$ cat config.mk
export PLATFORM = sky130hd
export DESIGN_NAME = imm_encode
export DESIGN_NICKNAME = d
export VERILOG_FILES = /design/src/rtl/imm_encode.sv
export SDC_FILE = /design/constraint.sdc
export NUM_CORES = 1
export LEC_CHECK = 0
export BUFFER_PORTS_ARGS = -buffer_cell sky130_fd_sc_hd__buf_2
export CAP_MARGIN = 20
export CORE_AREA = 2 2 111 113
export CTS_BUF_LIST = sky130_fd_sc_hd__clkbuf_2
export DETAILED_ROUTE_END_ITERATION = 8
export DIE_AREA = 0 0 113 115
export HOLD_SLACK_MARGIN = 0.06
export PLACE_DENSITY = 0.69
export SYNTH_ARGS = -nofsm -noshare
export SYNTH_HDL_FRONTEND = slang
export SYNTH_SLANG_ARGS = --single-unit
$ cat constraint.sdc
create_clock -name clk -period 2.36 [get_ports clk]
set_input_delay 0.354 -clock clk [delete_from_list [all_inputs] [get_ports clk]]
set_output_delay 0.354 -clock clk [all_outputs]
set_load 0.005 [all_outputs]
$ cat src/rtl/imm_encode.sv
// Scatters a signed immediate into RISC-V I/S/B/J instruction fields behind a two-entry valid/ready buffer.
// Optional macro IMM_STRICT_EN: out-of-range words are consumed and counted but never emitted.
module imm_encode #(
    parameter int CNT_W = 16
) (
    input  logic             clk,
    input  logic             reset,
    input  logic             in_valid,
    output logic             in_ready,
    input  logic [1:0]       ImmSrc,
    input  logic [31:0]      Imm,
    input  logic [31:0]      Base,
    output logic             out_valid,
    input  logic             out_ready,
    output logic [31:0]      Instr,
    output logic             out_err,
    output logic [CNT_W-1:0] enc_count,
    output logic [CNT_W-1:0] err_count
);

    // Handshake: a word moves on a rising edge where valid and ready are both high;
    // valid never waits on ready, and in_ready depends only on buffer occupancy (and reset).
    typedef enum logic [1:0] {EMPTY, ONE, FULL} state_t;

    localparam logic [CNT_W-1:0] CNT_ONE = {{(CNT_W-1){1'b0}}, 1'b1};

    state_t            state_q, state_d;
    logic [31:0]       head_instr_q, head_instr_d;
    logic              head_err_q, head_err_d;
    logic [31:0]       skid_instr_q, skid_instr_d;
    logic              skid_err_q, skid_err_d;
    logic [CNT_W-1:0]  enc_count_q, enc_count_d;
    logic [CNT_W-1:0]  err_count_q, err_count_d;

    logic [31:0] enc_instr;
    logic        rerr;
    logic        w_err;
    logic        accept;
    logic        pop;
    logic        push;

    always_comb begin
        enc_instr = Base;
        rerr      = 1'b0;
        case (ImmSrc)
            2'b00: begin
                enc_instr[31:20] = Imm[11:0];
                rerr = ~(&Imm[31:11] | ~|Imm[31:11]);
            end
            2'b01: begin
                enc_instr[31:25] = Imm[11:5];
                enc_instr[11:7]  = Imm[4:0];
                rerr = ~(&Imm[31:11] | ~|Imm[31:11]);
            end
            2'b10: begin
                enc_instr[31]    = Imm[12];
                enc_instr[30:25] = Imm[10:5];
                enc_instr[11:8]  = Imm[4:1];
                enc_instr[7]     = Imm[11];
                rerr = ~(&Imm[31:12] | ~|Imm[31:12]) | Imm[0];
            end
            default: begin
                enc_instr[31]    = Imm[20];
                enc_instr[30:21] = Imm[10:1];
                enc_instr[20]    = Imm[11];
                enc_instr[19:12] = Imm[19:12];
                rerr = ~(&Imm[31:20] | ~|Imm[31:20]) | Imm[0];
            end
        endcase
    end

    assign in_ready  = ~reset & (state_q != FULL);
    assign out_valid = (state_q != EMPTY);
    assign accept    = in_valid & in_ready;
    assign pop       = out_valid & out_ready;

`ifdef IMM_STRICT_EN
    // Failing words are swallowed here so the buffer only ever holds clean words.
    assign push  = accept & ~rerr;
    assign w_err = 1'b0;
`else
    assign push  = accept;
    assign w_err = rerr;
`endif

    always_comb begin
        state_d      = state_q;
        head_instr_d = head_instr_q;
        head_err_d   = head_err_q;
        skid_instr_d = skid_instr_q;
        skid_err_d   = skid_err_q;
        case (state_q)
            EMPTY: begin
                if (push) begin
                    head_instr_d = enc_instr;
                    head_err_d   = w_err;
                    state_d      = ONE;
                end
            end
            ONE: begin
                if (push && pop) begin
                    head_instr_d = enc_instr;
                    head_err_d   = w_err;
                end else if (push) begin
                    skid_instr_d = enc_instr;
                    skid_err_d   = w_err;
                    state_d      = FULL;
                end else if (pop) begin
                    state_d = EMPTY;
                end
            end
            FULL: begin
                if (pop) begin
                    head_instr_d = skid_instr_q;
                    head_err_d   = skid_err_q;
                    state_d      = ONE;
                end
            end
            default: state_d = EMPTY;
        endcase
    end

    always_comb begin
        enc_count_d = enc_count_q;
        err_count_d = err_count_q;
        if (push && (enc_count_q != {CNT_W{1'b1}}))
            enc_count_d = enc_count_q + CNT_ONE;
        if (accept && rerr && (err_count_q != {CNT_W{1'b1}}))
            err_count_d = err_count_q + CNT_ONE;
    end

    always_ff @(posedge clk) begin
        if (reset) begin
            state_q      <= EMPTY;
            head_instr_q <= '0;
            head_err_q   <= 1'b0;
            skid_instr_q <= '0;
            skid_err_q   <= 1'b0;
            enc_count_q  <= '0;
            err_count_q  <= '0;
        end else begin
            state_q      <= state_d;
            head_instr_q <= head_instr_d;
            head_err_q   <= head_err_d;
            skid_instr_q <= skid_instr_d;
            skid_err_q   <= skid_err_d;
            enc_count_q  <= enc_count_d;
            err_count_q  <= err_count_d;
        end
    end

    assign Instr     = head_instr_q;
    assign out_err   = head_err_q;
    assign enc_count = enc_count_q;
    assign err_count = err_count_q;

endmodule

# ---- Word level (Yosys, flattened, before mapping)
# Index checks and enable logic that the tools add are counted.
dict set report op_classes {
  add_sub_neg 2
  eq_ne 12
  mux 19
  bitwise_logic 13
  n_reduce_logical 23
}
# cell n
set op_table {}
lappend op_table {{2-to-1 mux 32 bit} 3}
lappend op_table {{case mux 32 bit (3 select lines)} 1}
lappend op_table {{adder 16 x 1 -> 16 bit (second input constant)} 2}
lappend op_table {{inequality test 16 bit (second input constant)} 2}
lappend op_table {{AND reduction 21 bit} 1}
lappend op_table {{OR reduction 21 bit} 1}
lappend op_table {{case mux 5 bit (2 select lines)} 2}
lappend op_table {{AND reduction 20 bit} 1}
lappend op_table {{OR reduction 20 bit} 1}
lappend op_table {{case mux 7 bit (2 select lines)} 1}
lappend op_table {{AND reduction 12 bit} 1}
lappend op_table {{OR reduction 12 bit} 1}
lappend op_table {{2-to-1 mux 2 bit} 5}
lappend op_table {{inequality test 2 bit (second input constant)} 5}
lappend op_table {{2-to-1 mux 8 bit} 1}
lappend op_table {{AND reduction 4 bit} 2}
lappend op_table {{case mux 2 bit (3 select lines)} 1}
lappend op_table {{inverter 1 bit} 5}
lappend op_table {{bitwise OR 1 bit} 5}
lappend op_table {{== test 2 x 1 -> 1 bit (second input constant)} 2}
lappend op_table {{== test 2 bit (second input constant)} 2}
lappend op_table {{logical AND 1 bit} 4}
lappend op_table {{logical NOT 2 bit} 2}
lappend op_table {{OR reduction 2 bit} 2}
lappend op_table {{10 further kinds} 16}
dict set report totals {
  ff_bits 100
  input_bits 70
  output_inout_bits 67
  word_cells 76
}

# ---- Depth between registers and ports, before layout
dict set report logic_depth {
  depth_word 8
  depth_mapped 10
  depth_no_buf 8
}

# ---- Least setup slack after synthesis
# OpenSTA, ideal clock, no wires.
dict set report synth_path {
  path_kind {input-to-reg}
  from {input port ImmSrc[1]}
  to {register err_count_q[13] (netlist: err_count[13])}
  setup_ns 0.059
  arrival_time_ns 2.094
  required_ns 2.301
  path_slack_ns 0.207
  cell_stages 8
  path_buffers 0
  cell_sequence {inv_1 -> ha_1 -> or3b_1 -> and4_4 -> a22oi_4 -> nand3_4 -> or4_1 -> nand2_1}
}
dict set report synth_between {
  elab_chain_len 5
  word_cells_on_any_way 7
  classes_between {eq/ne (2); mux (1); reduce/logical (4)}
}
# item line_no
set synth_lines {}
lappend synth_lines {{start: declaration} 10} ;# input logic [1:0] ImmSrc,
lappend synth_lines {{== test 2 x 1 -> 1 bit or logical NOT 2 bit (tied branches)} 45} ;# case (ImmSrc)
lappend synth_lines {{OR reduction 2 bit (no source line)} --}
lappend synth_lines {{case mux 1 bit (2 select lines) (*)} 45}
lappend synth_lines {{logical AND 1 bit (*) (2 in a row)} 128} ;# if (accept && rerr && (err_count_q != {CNT_W{1'b1}}))
lappend synth_lines {{end signal: assignment} 148} ;# err_count_q <= err_count_d;
lappend synth_lines {{end: declaration} 33} ;# logic [CNT_W-1:0] err_count_q, err_count_d;
# Mark *: on every way between the ends. The rest lies on a longest branch, timed or not.
# A chain may end at the register's enable or synchronous reset.

# ---- Final worst setup path
dict set report layout_path {
  from {register state_q[0]}
  to {register skid_instr_q[5]}
}
dict set report layout_between {
  elab_chain_len 6
  word_cells_on_any_way 9
  classes_between {eq/ne (2); bitwise (4); reduce/logical (3)}
}
# item line_no
set layout_lines {}
lappend layout_lines {{start: declaration} 27} ;# state_t state_q, state_d;
lappend layout_lines {{start signal: assignment} 142} ;# state_q <= state_d;
lappend layout_lines {{inequality test 2 bit} 72} ;# assign in_ready = ~reset & (state_q != FULL);
lappend layout_lines {{bitwise AND 1 bit} 72}
lappend layout_lines {{bitwise AND 1 bit} 74} ;# assign accept = in_valid & in_ready;
lappend layout_lines {{logical AND 1 bit} 101} ;# if (push && pop) begin
lappend layout_lines {{inverter 1 bit (no source line)} --}
lappend layout_lines {{AND reduction 3 bit (no source line) (*)} --}
lappend layout_lines {{end signal: assignment} 145} ;# skid_instr_q <= skid_instr_d;
lappend layout_lines {{end: declaration} 30} ;# logic [31:0] skid_instr_q, skid_instr_d;
# Marked as above.

==> flow_metrics.tcl <==
set metrics [dict create \
    dr.pass1.iters 6 \
    worstMarginPinSlew_ns 0.787 \
    hold_class "input pin to register" \
    slew_viol_final 0 \
    post-place-ws_ns -0.0901 \
    coreArea_um2 11800 \
    clk_pin_slew_worst_paths_ns 0.25 \
    htreeDepth 3 \
    fill_cells 1149 \
    cpPeakStageDelay_ns 0.64 \
    ys_warn_count 0 \
    ir_drop_mv 0.297 \
    synth.avg_cell_area_um2 8.11 \
    antennaDiodeCount 0 \
    syn_nets 643 \
    gr-total-overflow 0 \
    power.density_nw_per_um2 561 \
    multi_input_area_um2 2430 \
    crit_fanout 17 \
    violations "design-rule violations" \
    p_int_mw 2.39 \
    cts_buffers 9 \
    num_vias 4558 \
    cp-end-kind "register" \
    port_buffers 129 \
    io_pins 137 \
    gp_congestion 0.894 \
    dpl_cell_area_um2 5430 \
    routed_wl_um 12400 \
    cp.required_ns 2.83 \
    regArea_um2 2000 \
    slew_headroom 0.476 \
    insertion_delay_ns 0.57 \
    cts_tree "yes" \
    p_switching_mw 0.831 \
    crit_chain "nand2b_2 > nand3_1 > buf_4 > or3_1 > nand2_1 > a21oi_1" \
    mappedNetlistArea_um2 4600 \
    pwr-share-clk 0.312 \
    ant_nets 0 \
    max-cap-violations 0 \
    start_kind "register" \
    seq_area_frac_synth 0.436 \
    yosysUniqueCellTypes 47 \
    die-area_um2 13000 \
    status "complete, but fails checks" \
    fin_nets 777 \
    combinationalPowerShare 0.134 \
    drive_gt1_frac 0.247 \
    synth_area_leaders "dfxtp_1 (44%), nand2_1 (9.2%), nor2_1 (5.3%)" \
    syn2layout_area_growth_pct 24.7 \
    path_delay_family "simple AND/OR/NAND/NOR gates" \
    antenna_found_initial 0 \
    setup_ws_ns 0.205 \
    crit_buf_inv 1 \
    fin_skew_ns 0.0122 \
    die_y_um 115 \
    rows 40 \
    critPathSlowestCell "or3_1" \
    synth_flop_cell "dfxtp_1" \
    netlist.area_leader.share 0.436 \
    initial_utilization 0.389 \
    syn_inst 567 \
    period_share 0.913 \
    yosysTopAreaCell "dfxtp_1" \
    synth_edf_count 0 \
    cts_buffer_depth 2 \
    wl_per_cell_um 14.6 \
    viasPerCell 5.36 \
    finalInstanceArea_um2 5730 \
    max_freq_ghz 0.464 \
    rsz0062_at_grt "false" \
    fp.dieW_um 113 \
    cts_sinks 100 \
    track_usage 0.195 \
    drc 11 \
    cp.arrival_ns 2.62 \
    dr.first_iter.drc_count 279 \
    hold_viol_final 0 \
    swShare 0.258 \
    critPathKind "register to register" \
    grt_pass1_vias 4299 \
    grt_max_degree 67 \
    p_leak_nw 2.41 \
    grt_pass1_wl_um 20500 \
    setup_viol 0 \
    ys_seq_elements 100 \
    clockRootBuffer "clkbuf_2" \
    post-cts-setup-buffer-count 0 \
    layout_min_cycle_time_ns 2.16 \
    synth-async-reset-ratio 0 \
    hpwlAfterDp_um 8480 \
    p_seq_frac 0.555 \
]
[Yosys cell counts (4+ instances only)]
cell type,count
or2_2,5
buf_2,9
nor2_1,65
a211oi_1,17
o21ai_0,7
a311oi_1,16
and3_1,4
nand2_1,113
nor4_1,9
nor2b_1,7
nand3_1,15
ha_1,6
or4_1,4
mux2i_1,11
clkbuf_1,27
a22oi_1,6
a31oi_1,4
or3_1,7
nand4_1,17
a21oi_1,43
dfxtp_1,100
o211ai_1,24
xor2_1,14
inv_1,6
nor3_1,4
[cell type report]
class	count	area share
multi-input cells	422	0.424
repair buffers	161	0.164
flip-flops and latches	100	0.349
clock inverters	5	0.0179
inverters	7	0.00458
well taps	147	0.0321
clock buffers	9	0.00786
[power by group through the flow]
stage               Clock [mW]  Sequential [mW]  Combinational (mW)
global route              1.10             1.79               0.480
global placement             0             1.81               0.399
finish                    1.00             1.78               0.430
floorplan                    0             1.82               0.227
detailed placement           0             1.82               0.409
CTS                       1.05             1.78               0.431
[metrics by stage]
stage	power, mW	instances	util	TNS, ns	hold WS, ns
after floorplan	2.04	567	-	0	0.437
after global placement	2.21	822	0.460	-0.0559	0.436
after detailed placement	2.23	822	0.460	-0.652	0.445
after CTS	3.27	851	0.485	0	0.0691
after global routing	3.38	851	0.485	0	0.0780
final	3.22	851	0.485	0	0.145
[timing repair]
item	4_1_cts	5_1_grt
setup endpoints to repair	0	7
gates resized for setup	0	1
hold buffers	15	0
hold endpoints to repair	28	0
[cell usage in the layout, fill, tap and decap left out, drive strengths merged, types with 3 or more instances in the layout]
master | Yosys | layout
a31oi | 4 | 4
xnor2 | 3 | 3
or2 | 5 | 5
a311oi | 16 | 16
or4 | 4 | 4
nor4 | 9 | 9
a211oi | 18 | 18
xor2 | 14 | 14
and3 | 4 | 4
o211ai | 24 | 24
dfxtp | 100 | 100
mux2i | 11 | 11
nand3 | 16 | 16
buf | 11 | 146
nor3 | 4 | 4
o31ai | 3 | 3
clkbuf | 27 | 9
nor2b | 7 | 7
bufinv | 0 | 3
nand2 | 113 | 113
ha | 6 | 6
a22oi | 7 | 7
nor2 | 65 | 65
or3 | 7 | 7
inv | 7 | 7
a21oi | 43 | 43
nand4 | 17 | 17
o21ai | 8 | 8
dlygate4sd3 | 0 | 15
[registers in the layout, summed over array words and instances, names as in the netlist]
| register | count |
|---|---|
| Instr | 32 |
| skid_instr_q | 32 |
| enc_count | 16 |
| err_count | 16 |
| state_q | 2 |
| out_err | 1 |
| skid_err_q | 1 |
[path summary, 6_finish.rpt]
path,startpoint,end,cells after the start,slack (ns)
min reg2reg,Instr[15]$_SDFFE_PP0P_,Instr[15]$_SDFFE_PP0P_,2,0.46
max reg2reg,state_q[0]$_SDFFE_PP0P_,skid_instr_q[5]$_SDFFE_PP0P_,6,0.20
max,state_q[0]$_SDFFE_PP0P_,skid_instr_q[5]$_SDFFE_PP0P_,6,0.20
min,Base[16],skid_instr_q[16]$_SDFFE_PP0P_,3,0.15
[per-layer routing]
metal / vias to the layer above / GRT usage / routed length (um)
met4: 0 / 0.0878 / 261
met5: - / 0 / 0
li1: 2286 / - / -
met3: 22 / 0.0390 / 765
met2: 152 / 0.315 / 5700
met1: 2098 / 0.252 / 5660
[cell families after synthesis]
group,synth area share
AND/OR/NAND/NOR,0.257
XOR/XNOR,0.0324
AO/OA/AOI/OAI,0.194
buffers and inverters,0.0400
adder cells (fa/ha/maj),0.0163
flip-flops,0.436
multiplexers,0.0240
[tightest hold or removal path, cell delays in order]
cell and delay [ns]:
buf_2 0.08, mux2i_1 0.07, a211oi_1 0.19
Note: power is estimated with default switching activity, not from simulation.
